## src/rtl/score_keeper_pkg.sv

```systemverilog
// rtl/score_keeper_pkg.sv - shared constants, BCD converter state type and helpers
// Contents:
//   SCORE_W, CNT_W, BCD_W : datapath widths
//   JUDGE_*               : judgement codes produced by the judge stage
//   bcd_state_t           : sequential binary-to-BCD converter states
//   sat_inc               : saturating increment for 8-bit tallies
package score_keeper_pkg;

  localparam int SCORE_W = 14;
  localparam int CNT_W   = 8;
  localparam int BCD_W   = 16;

  localparam logic [1:0] JUDGE_NONE    = 2'b00;
  localparam logic [1:0] JUDGE_EARLY   = 2'b01;
  localparam logic [1:0] JUDGE_LATE    = 2'b10;
  localparam logic [1:0] JUDGE_PERFECT = 2'b11;

  typedef enum logic [1:0] {
    IDLE  = 2'd0,
    LOAD  = 2'd1,
    SHIFT = 2'd2,
    DONE  = 2'd3
  } bcd_state_t;

  function automatic logic [CNT_W-1:0] sat_inc(input logic [CNT_W-1:0] v);
    return (v == {CNT_W{1'b1}}) ? v : v + 1'b1;
  endfunction

endpackage

```

## src/rtl/score_keeper_bin2bcd_seq.sv

```systemverilog
// rtl/score_keeper_bin2bcd_seq.sv - sequential double-dabble binary to 4-digit BCD converter
// Ports:
//   clk, rst_n : clock, asynchronous active-low reset
//   clear      : synchronous abort to IDLE, zeroes bcd
//   start      : conversion request, accepted in IDLE or DONE
//   bin        : 14-bit value captured when start is accepted
//   bcd        : last completed result, updated only in DONE
//   busy       : high in LOAD, SHIFT and DONE
//   done       : high in DONE (result being written)
module bin2bcd_seq
  import score_keeper_pkg::*;
(
  input  logic               clk,
  input  logic               rst_n,
  input  logic               clear,
  input  logic               start,
  input  logic [SCORE_W-1:0] bin,
  output logic [BCD_W-1:0]   bcd,
  output logic               busy,
  output logic               done
);

  localparam logic [3:0] LAST_SHIFT = 4'(SCORE_W - 1);

  bcd_state_t         state_q, state_d;
  logic [SCORE_W-1:0] sh_q;
  logic [BCD_W-1:0]   acc_q;
  logic [BCD_W-1:0]   adj;
  logic [3:0]         cnt_q;
  logic               take;

  function automatic logic [BCD_W-1:0] dabble_adjust(input logic [BCD_W-1:0] a);
    logic [BCD_W-1:0] r;
    r = a;
    for (int i = 0; i < 4; i++) begin
      if (a[4*i +: 4] >= 4'd5) r[4*i +: 4] = a[4*i +: 4] + 4'd3;
    end
    return r;
  endfunction

  assign adj  = dabble_adjust(acc_q);
  assign busy = (state_q != IDLE);
  assign done = (state_q == DONE);
  // DONE may chain straight into the next conversion, so it accepts too
  assign take = start && !clear && ((state_q == IDLE) || (state_q == DONE));

  always_comb begin
    state_d = state_q;
    case (state_q)
      IDLE:    if (start) state_d = LOAD;
      LOAD:    state_d = SHIFT;
      SHIFT:   if (cnt_q == LAST_SHIFT) state_d = DONE;
      DONE:    state_d = start ? LOAD : IDLE;
      default: state_d = IDLE;
    endcase
    if (clear) state_d = IDLE;
  end

  always_ff @(posedge clk or negedge rst_n) begin
    if (!rst_n) begin
      state_q <= IDLE;
      sh_q    <= '0;
      acc_q   <= '0;
      cnt_q   <= '0;
      bcd     <= '0;
    end else begin
      state_q <= state_d;
      if (clear) begin
        bcd <= '0;
      end else begin
        if (state_q == DONE) bcd <= acc_q;
        if (take) begin
          sh_q  <= bin;
          acc_q <= '0;
          cnt_q <= '0;
        end else if (state_q == SHIFT) begin
          acc_q <= {adj[BCD_W-2:0], sh_q[SCORE_W-1]};
          sh_q  <= {sh_q[SCORE_W-2:0], 1'b0};
          cnt_q <= cnt_q + 4'd1;
        end
      end
    end
  end

endmodule

```

## src/rtl/score_keeper.sv

```systemverilog
// rtl/score_keeper.sv - rhythm game scoring: points, combo, tallies, judgement flash, BCD score
// Ports:
//   clk, rst_n      : clock, asynchronous active-low reset
//   game_start      : pulse, clears all game state (events in that cycle ignored)
//   delete_note     : hit strobe, score valid in the same cycle
//   score           : judgement code (11 perfect, 10 late, 01 early, 00 none = miss)
//   note_miss       : pulse, note left the window unplayed
//   total_score     : saturating point total
//   combo/max_combo : current and best consecutive-hit count
//   *_cnt           : saturating per-judgement tallies
//   judge_code      : last judgement shown (00 for a miss)
//   flash_on        : judgement flash, lit FLASH_CYCLES cycles after the last event
//   score_bcd       : four BCD digits of total_score, MSD in [15:12]
//   bcd_busy        : BCD conversion in progress
module score_keeper
  import score_keeper_pkg::*;
#(
  parameter int PERFECT_PTS  = 3,
  parameter int OFFBEAT_PTS  = 1,
  parameter int COMBO_STEP   = 10,
  parameter int MAX_MULT     = 4,
  parameter int MAX_SCORE    = 9999,
  parameter int FLASH_CYCLES = 5000000
) (
  input  logic               clk,
  input  logic               rst_n,
  input  logic               game_start,
  input  logic               delete_note,
  input  logic [1:0]         score,
  input  logic               note_miss,
  output logic [SCORE_W-1:0] total_score,
  output logic [CNT_W-1:0]   combo,
  output logic [CNT_W-1:0]   max_combo,
  output logic [CNT_W-1:0]   perfect_cnt,
  output logic [CNT_W-1:0]   late_cnt,
  output logic [CNT_W-1:0]   early_cnt,
  output logic [CNT_W-1:0]   miss_cnt,
  output logic [1:0]         judge_code,
  output logic               flash_on,
  output logic [BCD_W-1:0]   score_bcd,
  output logic               bcd_busy
);

  localparam int FLASH_W = $clog2(FLASH_CYCLES + 1);

  logic               hit, miss, evt;
  logic [CNT_W-1:0]   combo_hit;
  logic [SCORE_W-1:0] total_next;
  logic [FLASH_W-1:0] flash_cnt;
  logic               change, pending, conv_start, conv_done, accepted;
  int                 mult, pts, sum;

  assign hit       = delete_note && (score != JUDGE_NONE);
  assign miss      = (delete_note && (score == JUDGE_NONE)) || note_miss;
  assign evt       = delete_note || note_miss;
  assign combo_hit = sat_inc(combo);

  // Multiplier is taken from the combo before this hit is counted
  always_comb begin
    mult = 1 + int'(combo) / COMBO_STEP;
    if (mult > MAX_MULT) mult = MAX_MULT;
    pts  = ((score == JUDGE_PERFECT) ? PERFECT_PTS : OFFBEAT_PTS) * mult;
    sum  = int'(total_score) + pts;
    total_next = total_score;
    if (game_start) total_next = '0;
    else if (hit)   total_next = (sum > MAX_SCORE) ? SCORE_W'(MAX_SCORE) : SCORE_W'(sum);
  end

  // The converter samples total_next so an accepted request always gets the newest total
  assign change     = !game_start && (total_next != total_score);
  assign conv_start = change || pending;
  assign accepted   = conv_start && (!bcd_busy || conv_done);

  always_ff @(posedge clk or negedge rst_n) begin
    if (!rst_n) begin
      total_score <= '0;
      combo       <= '0;
      max_combo   <= '0;
      perfect_cnt <= '0;
      late_cnt    <= '0;
      early_cnt   <= '0;
      miss_cnt    <= '0;
      judge_code  <= JUDGE_NONE;
      flash_cnt   <= '0;
      flash_on    <= 1'b0;
      pending     <= 1'b0;
    end else if (game_start) begin
      total_score <= '0;
      combo       <= '0;
      max_combo   <= '0;
      perfect_cnt <= '0;
      late_cnt    <= '0;
      early_cnt   <= '0;
      miss_cnt    <= '0;
      judge_code  <= JUDGE_NONE;
      flash_cnt   <= '0;
      flash_on    <= 1'b0;
      pending     <= 1'b0;
    end else begin
      total_score <= total_next;
      pending     <= (pending || change) && !accepted;

      if (hit) begin
        // A coincident note_miss still breaks the combo, but the hit counts toward max_combo
        combo     <= miss ? '0 : combo_hit;
        max_combo <= (combo_hit > max_combo) ? combo_hit : max_combo;
        case (score)
          JUDGE_PERFECT: perfect_cnt <= sat_inc(perfect_cnt);
          JUDGE_LATE:    late_cnt    <= sat_inc(late_cnt);
          default:       early_cnt   <= sat_inc(early_cnt);
        endcase
      end else if (miss) begin
        combo <= '0;
      end
      if (miss) miss_cnt <= sat_inc(miss_cnt);

      // flash_on is lit from the edge after the event for exactly FLASH_CYCLES cycles
      if (evt) begin
        judge_code <= hit ? score : JUDGE_NONE;
        flash_cnt  <= FLASH_W'(FLASH_CYCLES - 1);
        flash_on   <= 1'b1;
      end else begin
        flash_on <= (flash_cnt != '0);
        if (flash_cnt != '0) flash_cnt <= flash_cnt - 1'b1;
      end
    end
  end

  bin2bcd_seq u_bcd (
    .clk   (clk),
    .rst_n (rst_n),
    .clear (game_start),
    .start (conv_start),
    .bin   (total_next),
    .bcd   (score_bcd),
    .busy  (bcd_busy),
    .done  (conv_done)
  );

endmodule

```

## config.mk

```make
export PLATFORM = sky130hd
export DESIGN_NAME = score_keeper
export DESIGN_NICKNAME = d
export VERILOG_FILES = /design/src/rtl/score_keeper_pkg.sv /design/src/rtl/score_keeper_bin2bcd_seq.sv /design/src/rtl/score_keeper.sv
export SDC_FILE = /design/constraint.sdc
export NUM_CORES = 1
export LEC_CHECK = 0
export CORE_UTILIZATION = 47
export DETAILED_ROUTE_END_ITERATION = 8
export PLACE_DENSITY = 0.68
export SYNTH_ARGS = -nofsm -noshare
export SYNTH_HDL_FRONTEND = slang
export SYNTH_SLANG_ARGS = --single-unit
```

## constraint.sdc

```tcl
create_clock -name clk -period 8.9 [get_ports clk]
set_clock_uncertainty 0.05 [all_clocks]
set_input_delay 1.78 -clock clk [delete_from_list [all_inputs] [get_ports clk]]
set_output_delay 1.78 -clock clk [all_outputs]
set_load 0.01 [all_outputs]
```

==> results of run 1 <==
==> layout make-up <==
cell class	instances	area [µm²]	share of cell area
clock buffers	20	467	0.0421
well taps	265	332	0.0299
inverters	63	236	0.0213
flip-flops and latches	141	3530	0.318
clock inverters	12	180	0.0162
multi-input cells	799	5330	0.481
repair buffers	103	1020	0.0917
==> sequential cells by signal (all words and copies together), names as in the netlist <==
name / count
combo: 8
early_cnt: 8
flash_cnt: 23
flash_on: 1
judge_code: 2
late_cnt: 8
max_combo: 8
miss_cnt: 8
pending: 1
perfect_cnt: 8
total_score: 14
u_bcd.acc_q: 16
u_bcd.bcd: 16
u_bcd.cnt_q: 4
u_bcd.sh_q: 14
u_bcd.state_q: 2
==> power groups by stage <==
stage               registers [mW]  clock network, mW  logic, mW
floorplan                    0.761                  0      0.395
global placement             0.774                  0      0.524
detailed placement           0.775                  0      0.532
CTS                          0.764              0.791      0.536
global route                 0.772              0.813      0.611
finish                       0.764              0.777      0.549
==> layer usage <==
| layer | global-route usage | up-vias | part of all wire |
|---|---|---|---|
| li1 | - | 3889 | - |
| met1 | 0.327 | 3817 | 0.48 |
| met2 | 0.368 | 254 | 0.45 |
| met3 | 0.0424 | 30 | 0.056 |
| met4 | 0.0719 | 0 | 0.013 |
| met5 | 0 | - | 0 |
==> worst max-delay path by stage <==
stage	from	end	slack, ns	depth (start not counted)
floorplan	combo[5]	u_bcd.sh_q[10]	1.22	32
global placement	combo[5]	u_bcd.sh_q[4]	0.61	32
detailed placement	combo[5]	u_bcd.sh_q[12]	0.44	33
CTS	combo[5]	u_bcd.sh_q[6]	0.37	32
global route	combo[5]	u_bcd.sh_q[5]	-0.05	34
finish	combo[5]	u_bcd.sh_q[6]	0.51	33
==> critical path, delay by kind of cell (launching register included) <==
family / cells / cell delay, ns
buf+inv: 3 / 0.32
fa+ha+maj: 6 / 2.29
compound gates: 10 / 2.56
simple gates: 11 / 1.97
mux: 2 / 0.43
xor+xnor: 1 / 0.27
flops: 1 / 0.37
==> logic make-up after synthesis <==
| group | count (synthesis) |
|---|---|
| AND/OR/NAND/NOR | 373 |
| flip-flops | 141 |
| AO/OA/AOI/OAI | 255 |
| multiplexers | 51 |
| other | 2 |
| buffers and inverters | 114 |
| adder cells (fa/ha/maj) | 54 |
| XOR/XNOR | 60 |
==> cell usage in the layout, fill, tap and decap left out, types with 26 or more instances in the layout <==
cell,synthesis,layout
a21oi_1,61,61
clkdlybuf4s50_1,0,86
dfrtp_1,141,141
ha_1,47,47
inv_1,62,62
mux2i_1,42,42
nand2_1,86,86
nand3_1,31,31
nor2_1,127,127
o21ai_0,61,61
xnor2_1,32,32
xor2_1,27,26
==> what timing repair did <==
item	in CTS	in global routing
setup endpoints to repair	0	34
buffers inserted	0	1
resized for setup	0	4
==> key figures, run 1 <==
Critical path
  – Worst Path Arrival: approximately 8.6 ns
  – Slowest-stage cell, CP: a2111oi_0
  – Required time of the critical path: 9.15 ns
  – Crit end category: flop
  – Crit Path Category: reg2reg
  – R2R setup slack: 0.51 ns
  – Critical path startpoint category: flop
  – Crit path largest cell delay: 0.60 ns
  – RR Endpoint: u_bcd.sh_q[6]
  – CP dominant cell by count: ha_1
  – FF-to-FF path depth: 33
  – R2R Path Start: combo[5]
  – Critical path peak fanout: 11

Drt
  – DRT Pass-1 Iters: 5
  – Final wirelength: approximately 23000 µm
  – Total number of vias: 7990
  – Vias per cell: around 5.7
  – DRC: 0
  – Initial DRC count: 505
  – Routed Antenna Nets: 0
  – Wirelength per Cell: 16.4 µm

Global route
  – Vias in the first global route: around 7500
  – Grt ovf: 0
  – First-pass GRT wire length: approximately 38000 µm
  – GRT Resource Usage Total: 0.234
  – Largest net degree at the start of global routing: between 70 and 80
  – Antenna violations before repair: 0

Clocking
  – CTS Hold Bufs: 0
  – CTS Buf Count: 17
  – CTS root buf: clkbuf_16
  – Clock Path Buffers: 2
  – Clk_lat worst skew: 0.41 ns
  – Clock slew seen by the registers of the worst setup and hold paths: 0.06 ns
  – H-tree levels: 4
  – CTS tree: yes
  – Sink Count: 141

Synth
  – Top FF cell, synth: dfrtp_1
  – Commonest cells in the netlist: dfrtp_1, nor2_1, nand2_1
  – Mapped Cells: 1050
  – Synth cell types: 87
  – Largest family of logic cells by synthesized area: simple AND/OR/NAND/NOR gates
  – Number of synthesized flops with an enable pin: 0
  – Post-synthesis xor/xnor area fraction: 0.0574
  – Synth Area in Adders: 0.0774
  – Most numerous cell in the Yosys netlist: dfrtp_1
  – Sequential area share after synthesis: 0.380
  – Area contributors post-synth: dfrtp_1, ha_1, nor2_1
  – Mapped Avg Cell Area: 8.84 µm²
  – Top-area cell type share of the netlist area: 0.380
  – Synth Area in Compound Gates: 0.184
  – Asr flop ratio synth: 1.00
  – Post-Syn Area: 0.00928 mm²
  – Syn. warnings: 0
  – Post-synthesis mux area share: 0.0562
  – Synth Area in Simple Gates: 0.195
  – Yosys reg bits: ~140
  – Synth area leader: dfrtp_1

Floorplanning
  – Die Height: between 100 and 150 µm
  – Die ar.: 0.0203 mm²
  – Die width: around 140 µm
  – I/O Pins: between 80 and 90
  – Initial core utilization: 0.479
  – Rows: 51
  – Core area: 0.0194 mm²

Finish
  – # diodes: 0
  – Layout area overhead: 19.5%
  – Final instance area: 0.0111 mm²
  – Fill cell count: 1723
  – Share of cells above drive strength 1: 0.0764
  – Layout Utilization: 0.572
  – Final cell count without fillers: between 1000 and 1500
  – Layout Nets: 1185

Place
  – Inst Count DP: 1370
  – Cell Area, Placed: 0.0104 mm²
  – Count of input and output buffers: 88
  – GP Congestion: 0.951
  – Pre-CTS setup slack: 0.443 ns
  – Hpwl dp: around 16000 µm

Power and ir drop
  – Switching Fraction: 0.314
  – Comb pwr share: 0.263
  – Worst vdd ir: 0.170 mV
  – Tot Pwr: roughly 2.1 mW
  – Power per cell area: 188 mW/mm²
  – Clock share of power: 0.372
  – Reg power frac: 0.366
  – NetSw: 656 µW
  – Leak pwr: ~4.8 nW
  – Power Internal: 1.43 mW

Run status
  – Outcome: finished, final reports clean

STA
  – Worst Max-Slew Pin Slew: approximately 1.1 ns
  – Max Freq: 0.119 GHz
  – PnR worst setup slack: roughly 0.5 ns
  – Final Critical Period: 8.39 ns
  – Hold Fails Final Rpt: 0
  – Slew Limit Fails: 0
  – Final setup viols: 0
  – Fin crit share: 0.942
  – Setup TNS: 0 ns
  – Relative slew slack: 0.275
  – Hold WS: 0.474 ns

Flow run
  – Max-cap viol count: 0

Hold path
  – Hold EP: u_bcd.bcd[3]
  – Worst hold path class: reg2reg
  – Hold Path Cell Cnt: 2
  – Hold Crit Start: u_bcd.bcd[3]
Note: power is estimated with default switching activity, not from simulation.
==> inputs of run 2 (changes only) <==
- PLACE_DENSITY: 0.68 -> default
- PLACE_DENSITY_LB_ADDON: default -> 0.08
==> run 2 against run 1 <==
Against the previous run:
- global-route usage shrank 0.35 points
- sequential share of layout area increased by 0.18 points
- wire length fell by 2.8%
- final area is 0.58% lower
- highest routed layer unchanged
- register-to-register slack gained 0.10 ns
- combinational power decreased by 3%
- final cell count hardly changed
- die area unchanged
==> key figures, run 2 (synthesis results as in run 1) <==
STA
  – Relative slew slack: 0.220
  – Setup TNS: 0 ns
  – Final Critical Period: between 8 and 9 ns
  – Max Freq: 0.121 GHz
  – Fin crit share: 0.931
  – Worst Max-Slew Pin Slew: 1.17 ns
  – Setup repair after global routing missed its margin: no
  – Slew Limit Fails: 0
  – Hold Fails Final Rpt: 0
  – Final setup viols: 0

Floorplanning
  – Die width: about 140 µm
  – I/O Pins: approximately 90
  – Rows: approximately 50
  – Die ar.: 0.0203 mm²
  – Initial core utilization: 0.479
  – Core area: 0.0194 mm²
  – Die Height: between 100 and 150 µm

Finish
  – Share of cells above drive strength 1: 0.0748
  – Number of flip-flops in the largest register: 23
  – Reg area: 0.00353 mm²
  – Multi-input logic area: 0.00533 mm²
  – Most frequent cells in the layout: dfrtp_1, nor2_1, nand2_1, clkdlybuf4s50_1, inv_1
  – Top flop regs: flash_cnt (23), u_bcd.acc_q (16), u_bcd.bcd (16)
  – Biggest register: flash_cnt
  – Commonest non-fill, non-tap cell in the layout: dfrtp_1
  – # diodes: 0
  – Fill cell count: 1799
  – Layout Nets: 1184
  – Layout area overhead: 18.8%

Global route
  – Antenna violations before repair: 0
  – Grt ovf: 0
  – GRT Resource Usage Total: 0.231
  – Vias in the first global route: 7390
  – First-pass GRT wire length: about 37000 µm
  – Largest net degree at the start of global routing: 73

Clocking
  – Clock slew seen by the registers of the worst setup and hold paths: 0.06 ns
  – CTS tree: yes
  – Sink Count: 141
  – CTS root buf: clkbuf_16
  – H-tree levels: 4
  – CTS Hold Bufs: 0
  – CTS Buf Count: 17
  – Clock Path Buffers: 2
  – Clk_lat worst skew: 0.42 ns

Drt
  – Wirelength per Cell: ~16 µm
  – DRT Pass-1 Iters: 5
  – Vias per cell: 5.59
  – Initial DRC count: 574
  – Final wirelength: 22400 µm
  – Total number of vias: 7836
  – DRC: 0
  – Routed Antenna Nets: 0

Critical path
  – Crit path largest cell delay: 0.51 ns
  – Critical path startpoint category: flop
  – RR Endpoint: u_bcd.sh_q[13]
  – Slowest-stage cell, CP: fa_1
  – FF-to-FF path depth: 34
  – Crit end category: flop
  – R2R Path Start: combo[5]
  – Worst Path Arrival: 8.57 ns
  – Critical path peak fanout: 21
  – R2R setup slack: roughly 0.62 ns
  – Required time of the critical path: 9.18 ns
  – CP dominant cell by count: ha_1
  – Crit Path Category: reg2reg

Hold path
  – Hold Path Cell Cnt: 2
  – Hold EP: u_bcd.bcd[0]
  – Hold Crit Start: u_bcd.bcd[0]
  – Worst hold path class: reg2reg

Power and ir drop
  – Leak pwr: 4.79 nW
  – Power per cell area: 183 mW/mm²
  – Worst vdd ir: 0.136 mV
  – Tot Pwr: around 2.0 mW

Place
  – GP Congestion: 0.910
  – Hpwl dp: 15700 µm
  – Count of input and output buffers: 88

Flow run
  – Max-cap viol count: 0

Run status
  – Outcome: finished, final reports clean
[run 2: changes by cell type in the layout (fill, tap and decap cells not counted), sizes merged]
cell,delta
bufinv,-1
clkinv,+4
inv,-4
buf,-1
clkbuf,-2
clkinvlp,+3
[run 2: worst max-delay path: cells and delay by family (launching register included)]
kind / cells / cell delay [ns]
flip-flops: 1 / 0.37
multiplexers: 2 / 0.36
AO/OA/AOI/OAI: 11 / 2.23
AND/OR/NAND/NOR: 10 / 2.14
XOR/XNOR: 1 / 0.27
adder cells (fa/ha/maj): 6 / 2.12
buffers and inverters: 4 / 0.66
[run 2: repair_timing]
action / in CTS / in global routing
gates resized for setup: 0 / 5
setup buffers: 0 / 2
setup endpoints to repair: 0 / 30
[run 2: worst max path at each step]
stage | from | endpoint | slack (ns) | cells past startpoint
CTS | combo[5] | u_bcd.sh_q[13] | 0.42 | 34
detailed placement | combo[5] | u_bcd.sh_q[13] | 0.50 | 34
global route | combo[5] | u_bcd.sh_q[13] | 0.02 | 33
floorplan | combo[5] | u_bcd.sh_q[10] | 1.22 | 32
finish | combo[5] | u_bcd.sh_q[13] | 0.62 | 34
global placement | combo[5] | u_bcd.sh_q[13] | 0.70 | 34
[run 2: metrics by stage]
stage                      util  worst slack (ns)  area [µm²]  instances  hold slack [ns]
after floorplan               -              1.22        9300       1054            0.453
after global placement    0.535             0.700       10400       1368            0.456
after detailed placement  0.535             0.503       10400       1368            0.465
after CTS                 0.566             0.424       11000       1400            0.479
after global routing      0.568            0.0188       11000       1402            0.492
final                     0.568             0.618       11000       1402            0.470
[run 2: where the power goes]
group	internal, mW	switching (mW)
clock network	0.448	0.276
logic	0.222	0.307
registers	0.703	0.0617
total	1.37	0.645
[run 2: routing by layer]
layer  track usage  share of wire
met2         0.357           0.45
met5             0              0
met4        0.0662          0.016
met3        0.0495          0.057
met1         0.324           0.48
[run 2: layout make-up]
type / instances / share of cell area
Clock buffer: 18 / 0.0398
Clock inverter: 14 / 0.0154
Inverter: 63 / 0.0214
Multi-Input combinational cell: 799 / 0.484
Sequential cell: 141 / 0.320
Tap cell: 265 / 0.0301
Timing Repair Buffer: 102 / 0.0896
==> inputs of run 3 (changes only) <==
- PLACE_DENSITY: default -> 0.7
- PLACE_DENSITY_LB_ADDON: 0.08 -> default
==> run 3 against run 2 <==
Against the previous run:
- sequential share of layout area decreased by 0.17 points
- combinational power increased by 3%
- global-route usage rose by 0.95 points
- register-to-register slack got worse by 0.07 ns
- sequential cell count did not move
- clock power grew 3.2%
- first-iteration DRC count up 3.7%
- sequential power is essentially flat
- critical path type unchanged
- largest power group unchanged
- highest routed layer unchanged
==> key figures, run 3 (synthesis results as in run 1) <==
Critical path
  – Crit path largest cell delay: 0.57 ns
  – Top cell family by delay on the critical path: compound AO/OA/AOI/OAI gates
  – R2R Path Start: combo[5]
  – Critical path startpoint category: flop
  – Worst Path Arrival: ~8.6 ns
  – Crit end category: flop
  – Crit path from: combo[5]
  – Critical path peak fanout: 20
  – Slowest-stage cell, CP: or4_1
  – Buf/Inv on CP: 3
  – Required time of the critical path: around 9 ns
  – Crit Path Category: reg2reg
  – CP dominant cell by count: ha_1

Clocking
  – CTS Hold Bufs: 0
  – CTS Buf Count: 17
  – Clock slew seen by the registers of the worst setup and hold paths: 0.06 ns
  – H-tree levels: 4
  – Clk_lat worst skew: 0.42 ns
  – Sink Count: 141
  – Clock Path Buffers: 2
  – CTS tree: yes
  – CTS root buf: clkbuf_16

Place
  – Count of input and output buffers: a little under 90
  – GP Congestion: 0.900
  – Inst Count DP: 1370
  – Hpwl dp: 16200 µm
  – Cell Area, Placed: just over 0.01 mm²

Floorplanning
  – Die ar.: 0.0203 mm²
  – Die width: 143 µm
  – I/O Pins: 89
  – Die Height: about 140 µm
  – Rows: 51
  – Initial core utilization: 0.479
  – Core area: 0.0194 mm²

Hold path
  – Worst hold path class: reg2reg
  – Hold Crit Start: u_bcd.bcd[6]

Global route
  – GRT Resource Usage Total: 0.240
  – Largest net degree at the start of global routing: 73
  – First-pass GRT wire length: 38700 µm
  – Antenna violations before repair: 0
  – Vias in the first global route: 7547
  – Grt ovf: 0

Drt
  – DRC: 0
  – Vias per cell: 5.78
  – DR WL met3: 1340 µm
  – Initial DRC count: 595
  – Routed Antenna Nets: 0
  – Total number of vias: 8117
  – Met2 Routed Length: between 10000 and 15000 µm
  – Top layer used by detailed routing: met4
  – Met1 WL: 10800 µm
  – Final wirelength: 23400 µm
  – DRT Pass-1 Iters: 5
  – Wirelength per Cell: approximately 17 µm

Finish
  – Biggest register: flash_cnt
  – Share of cells above drive strength 1: 0.0789
  – Top flop regs: flash_cnt (23), u_bcd.acc_q (16), u_bcd.bcd (16)
  – Layout Utilization: 0.571
  – Number of flip-flops in the largest register: 23
  – Final cell count without fillers: 1405
  – # diodes: 0
  – Layout area overhead: 19.4%
  – Fill cell count: ~1800
  – Reg area: 0.00353 mm²
  – Multi-input logic area: 0.00534 mm²
  – Final instance area: 0.0111 mm²
  – Layout Nets: between 1000 and 1500
  – Commonest non-fill, non-tap cell in the layout: dfrtp_1
  – Most frequent cells in the layout: dfrtp_1, nor2_1, nand2_1, clkdlybuf4s50_1, inv_1

Power and ir drop
  – Leak pwr: between 4 and 5 nW
  – Worst vdd ir: 0.137 mV
  – Power per cell area: approximately 190 mW/mm²

Flow run
  – Max-cap viol count: 0

STA
  – Final Critical Period: 8.35 ns
  – Max Freq: 0.120 GHz
  – Hold WS: roughly 0.47 ns
  – Slew Limit Fails: 0
  – Hold Fails Final Rpt: 0
  – Final setup viols: 0
  – Relative slew slack: 0.298
  – Setup TNS: 0 ns
  – Fin crit share: 0.938
  – Worst Max-Slew Pin Slew: 1.05 ns

Run status
  – Outcome: finished, final reports clean
run 3: worst paths after layout:
kind                                  end  slack, ns  cells past startpoint
setup / recovery           u_bcd.acc_q[9]       0.55                     33
hold / removal               u_bcd.bcd[6]       0.47                      2
setup reg to reg           u_bcd.acc_q[9]       0.55                     33
hold reg to reg              u_bcd.bcd[6]       0.47                      2
max in group asynchronous  total_score[8]       6.13                      2
min in group asynchronous    max_combo[6]       1.30                      1
run 3: repair_timing:
item                       in CTS  in global routing
resized for setup               0                  6
setup endpoints to repair       0                 34
setup buffers                   0                  3
run 3: layout make-up:
cell class                 instances  share of cell area
multi-input combinational        799               0.482
sequential                       141               0.318
timing repair buffer             105              0.0920
clock buffer                      20              0.0421
tap                              265              0.0299
inverter                          63              0.0213
clock inverter                    12              0.0143
run 3: worst min-delay path, cell delays in order, from the launching register on:
cell and delay (ns):
dfrtp_1 0.34, mux2i_1 0.07, nor2_1 0.07
run 3: routing by layer:
layer | vias to the layer above | track usage
li1 | 3901 | -
met1 | 3936 | 0.336
met2 | 245 | 0.375
met3 | 35 | 0.0451
met4 | 0 | 0.0764
met5 | - | 0
run 3: stage by stage:
step / total power [mW] / setup WS [ns]
floorplan: 1.16 / 1.22
global placement: 1.30 / 0.572
detailed placement: 1.30 / 0.361
CTS: 2.06 / 0.303
global route: 2.17 / -0.0111
finish: 2.06 / 0.549
run 3: where the power goes:
part / total (mW) / internal, mW / switching (mW) / leakage, nW
sequential: 0.766 / 0.703 / 0.0634 / 1.91
combinational: 0.548 / 0.232 / 0.316 / 2.60
clock: 0.747 / 0.465 / 0.281 / 0.303
==> edit 1, RTL diff (settings of run 2) <==
Change the parameter `FLASH_CYCLES` from 5000000 to 20000000.
--- a/src/rtl/score_keeper.sv
+++ b/src/rtl/score_keeper.sv
@@ -20,7 +20,7 @@
   parameter int COMBO_STEP   = 10,
   parameter int MAX_MULT     = 4,
   parameter int MAX_SCORE    = 9999,
-  parameter int FLASH_CYCLES = 5000000
+  parameter int FLASH_CYCLES = 20000000
 ) (
   input  logic               clk,
   input  logic               rst_n,
Check against the original RTL: no difference found for any inputs over 4 cycles, from zero or initial values and one cycle with rst_n low; that may be too few to reach the edited logic, so the function may still have changed.
==> edit 1 against run 2 <==
Routed wire length increased by 2.4%. Sequential cell count increased by 2. Area after synthesis decreased by 0.49%. Setup slack improved by 0.038 ns. Final area decreased by 0.39%. Total power decreased by 4.4%. Utilization increased by 1.1 points. Sequential share of layout area increased by 0.58 points. Via count increased by 2.1%. Critical path type unchanged. Critical endpoint is now u_bcd.sh_q[0].
==> edit 1: results (changes against run 2) <==
- P_seq: 762 uW (about the same)
- Synth top area cells: dfrtp_1 (39%), ha_1 (6.4%), nor2_1 (5.9%), a21oi_1 (4.0%), mux2i_1 (3.5%)
- R2r endpoint: u_bcd.sh_q[0]
- Most instantiated cells after synthesis: nor2_1 (146), dfrtp_1 (143), nand2_1 (78), a21oi_1 (73), inv_1 (65)
- Int Pwr: 1310 uW (-4.9%)
- Max-slew headroom: 0.335 (+0.115)
- Status: finished, final reports clean
- Detailed placement HPWL: 16000 um (+1.9%)
- WHS Endpoint: u_bcd.bcd[10]
- Largest registers: flash_cnt: 25 flops, u_bcd.acc_q: 16 flops, u_bcd.bcd: 16 flops
- Final #Nets: 1195 (+0.93%)
- Critical path arrival: 8.53 ns (-0.04 ns)
- Reg2reg setup slack: 0.66 ns (+0.04 ns)
- Total track usage: 0.235 (+0.00387)
- DR vias/cell: 5.68 (+1.7%)
- VDD IR max: 0.154 mV (+13%)
- XOR/XNOR Fraction of Synth Area: 0.0550 (-0.00243)
- Leakage: 0.00457 uW (-4.5%)
- First-pass GRT wire length: 37700 um (+1.3%)
- Synth warn: 0 (unchanged)
- Worst path slowest cell: or4b_1
- Synth Area in Compound Gates: 0.183 (-0.00167)
- Worst r2r path cells: 31 (-8.8%)
- DP Area: 10400 um2 (-0.26%)
- Worst Hold Depth: 2 (unchanged)
- Total Wirelength: 22900 um (+2.4%)
- Initial DRC count: 527 (-8.2%)
- Vias in the first global route: 7404 (+0.19%)
- HP Start: u_bcd.bcd[10]
- Crit-path max cell delay: 0.61 ns (+0.10 ns)
- Total power: 1930 uW (-4.4%)
edit 1: cell count changes after synthesis, sizes merged, moves of 10 or more:
cell,before,now
a31oi,8,18
nor3,22,38
o21ai,65,53
mux2i,42,32
nor2,128,146
a21oi,64,74
edit 1: metrics by stage:
step / utilization / std cells / hold slack [ns]
2_1_floorplan: - / 1063 / 0.436
3_3_place_gp: 0.546 / 1374 / 0.454
3_5_place_dp: 0.546 / 1374 / 0.464
4_1_cts: 0.577 / 1406 / 0.480
5_1_grt: 0.579 / 1408 / 0.500
6_report: 0.579 / 1408 / 0.474
edit 1: critical path: cells and delay by family (launching register included):
family | cells | cell delay [ns]
adders and majority gates | 6 | 2.07
and+or+nand+nor | 9 | 2.41
AOI/OAI and AO/OA | 13 | 2.86
DFF | 1 | 0.38
buffers and inverters | 3 | 0.37
edit 1: worst max path at each step:
stage,start,end,slack [ns],depth (start not counted)
after floorplan,combo[5],u_bcd.sh_q[6],0.92,32
after global routing,combo[5],u_bcd.sh_q[8],-0.02,31
after global placement,combo[5],u_bcd.sh_q[3],0.42,32
final,combo[5],u_bcd.sh_q[0],0.66,31
after CTS,combo[5],u_bcd.sh_q[0],0.22,32
after detailed placement,combo[5],u_bcd.sh_q[0],0.24,32
edit 1: area by class of cell:
class	count	area (um2)
Tap cell	260	325
Sequential cell	143	3580
Clock buffer	18	429
Clock inverter	14	160
Multi-Input combinational cell	806	5270
Inverter	66	248
Fill cell	1729	7970
Timing Repair Buffer	101	977
edit 1: layer usage:
layer  routed length, um  vias to the layer above  share of wire  GRT usage
met5                   0                        -              0          0
met4                 344                        0          0.015     0.0662
met3                 955                       32          0.042     0.0407
met2               10400                      205           0.45      0.363
met1               11200                     3837           0.49      0.336
li1                    -                     3930              -          -
==> edit 2, RTL diff (settings of run 2) <==
Made on the original files. The 4 states of `bcd_state_t` get a Gray code encoding in 2 bits.
--- a/src/rtl/score_keeper_pkg.sv
+++ b/src/rtl/score_keeper_pkg.sv
@@ -16,10 +16,10 @@
   localparam logic [1:0] JUDGE_PERFECT = 2'b11;
 
   typedef enum logic [1:0] {
-    IDLE  = 2'd0,
-    LOAD  = 2'd1,
-    SHIFT = 2'd2,
-    DONE  = 2'd3
+    IDLE  = 2'b00,
+    LOAD  = 2'b01,
+    SHIFT = 2'b11,
+    DONE  = 2'b10
   } bcd_state_t;
 
   function automatic logic [CNT_W-1:0] sat_inc(input logic [CNT_W-1:0] v);
Function: no difference found for any inputs over 4 cycles, from zero or initial values and one cycle with rst_n low; so few cycles prove little.
==> edit 2 against run 2 <==
Sequential cell count is the same. Via count shrank 2.0%. Highest routed layer unchanged. Setup slack lost 0.11 ns. Final area shrank 3.1%. Critical endpoint is now u_bcd.sh_q[7]. Routed wire length shrank 2.7%. Area after synthesis shrank 3.4%.
Power is not compared: it rests on default switching activity, and its combinational part moved more than twofold at a synthesized area within 25%.
==> edit 2: results (changes against run 2) <==
- Met1 wire length: 10600 um (-2.0%)
- Adder-cell area share of the yosys netlist: 0.0756 (-0.00176)
- Placed cell count: 1322 (-3.4%)
- Critical path arrival: 8.68 ns (+0.11 ns)
- Status: finished, final reports clean
- Leakage: 0.00459 uW
- Yosys cell types: 82 (-5.7%)
- Total track usage: 0.232 (+0.00142)
- R2r endpoint: u_bcd.sh_q[7]
- Worst hold margin: 0.471 ns (+0.000822 ns)
- Routability cong.: 0.863 (-5.2%)
- First-pass GRT wire length: 36700 um (-1.4%)
- Grt met2 use: 0.361 (+0.00372)
- Final #Nets: 1164 (-1.7%)
- Register area share after synthesis: 0.393 (+0.0133)
- Largest net degree at the start of global routing: 88 (+21%)
- Metal2 WL: 9970 um (about the same)
- Post-CTS Resized: 0 (unchanged)
- Worst r2r path cells: 35 (+2.9%)
- Skew-Pair Late Insertion Delay: 0.42 ns (about the same)
- IO Port Bufs: 88 (unchanged)
- Syn Inst Count: 1038 (-1.1%)
- Synth top area cells: dfrtp_1 (39%), ha_1 (6.0%), nor2_1 (5.5%), a21oi_1 (4.7%), nand2_1 (4.4%)
- XOR/XNOR Fraction of Synth Area: 0.0586 (+0.00117)
- Max-slew headroom: 0.199 (-0.0214)
- DR vias/cell: 5.67 (+1.5%)
- WHS Endpoint: u_bcd.sh_q[9]
- Crit-path max FO: 24 (+14%)
- Met3 wire length: 972 um (-24%)
- Layout cells sized above 1: 0.0607 (-0.0140)
- Met3 Usage GRT: 0.0431 (-0.00638)
- DP Area: 10000 um2 (-3.6%)
- Most instantiated cells after synthesis: dfrtp_1 (141), nor2_1 (131), nand2_1 (106), a21oi_1 (84), inv_1 (53)
- Wire length per cell: 16.1 um (+0.73%)
- Initial DRC count: 595 (+3.7%)
- Synth Area in Compound Gates: 0.196 (+0.0113)
- Detailed placement HPWL: 14700 um (-6.5%)
- Vias in the first global route: 7298 (-1.2%)
- HP Start: u_bcd.sh_q[9]
- Vias: 7678 (-2.0%)
- Multiplexer area fraction after synthesis: 0.0226 (-0.0336)
## edit 2: cell types whose count changed after synthesis, moves of 5 or more
cell      change
nand2_1      +20
o211ai_1      -5
mux2i_1      -24
clkbuf_1      +8
a22oi_1      +13
buf_2         -8
inv_1         -9
o21ai_0      -11
a21oi_1      +23
o21ai_1       +5
## edit 2: worst max path at each step
stage,endpoint,cells after the start,slack [ns],from
finish,u_bcd.sh_q[7],35,0.50,combo[5]
global route,u_bcd.sh_q[7],36,-0.005,combo[5]
CTS,u_bcd.sh_q[3],35,0.19,combo[5]
detailed placement,u_bcd.sh_q[3],35,0.22,combo[5]
global placement,u_bcd.sh_q[12],35,0.41,combo[5]
floorplan,u_bcd.acc_q[6],36,1.03,combo[6]
## edit 2: area by class of cell
type,count,area [um2]
Clock inverter,6,133
Sequential cell,141,3530
Multi-Input combinational cell,796,5050
Fill cell,1663,8020
Inverter,53,199
Clock buffer,25,485
Timing Repair Buffer,99,992
Tap cell,234,293
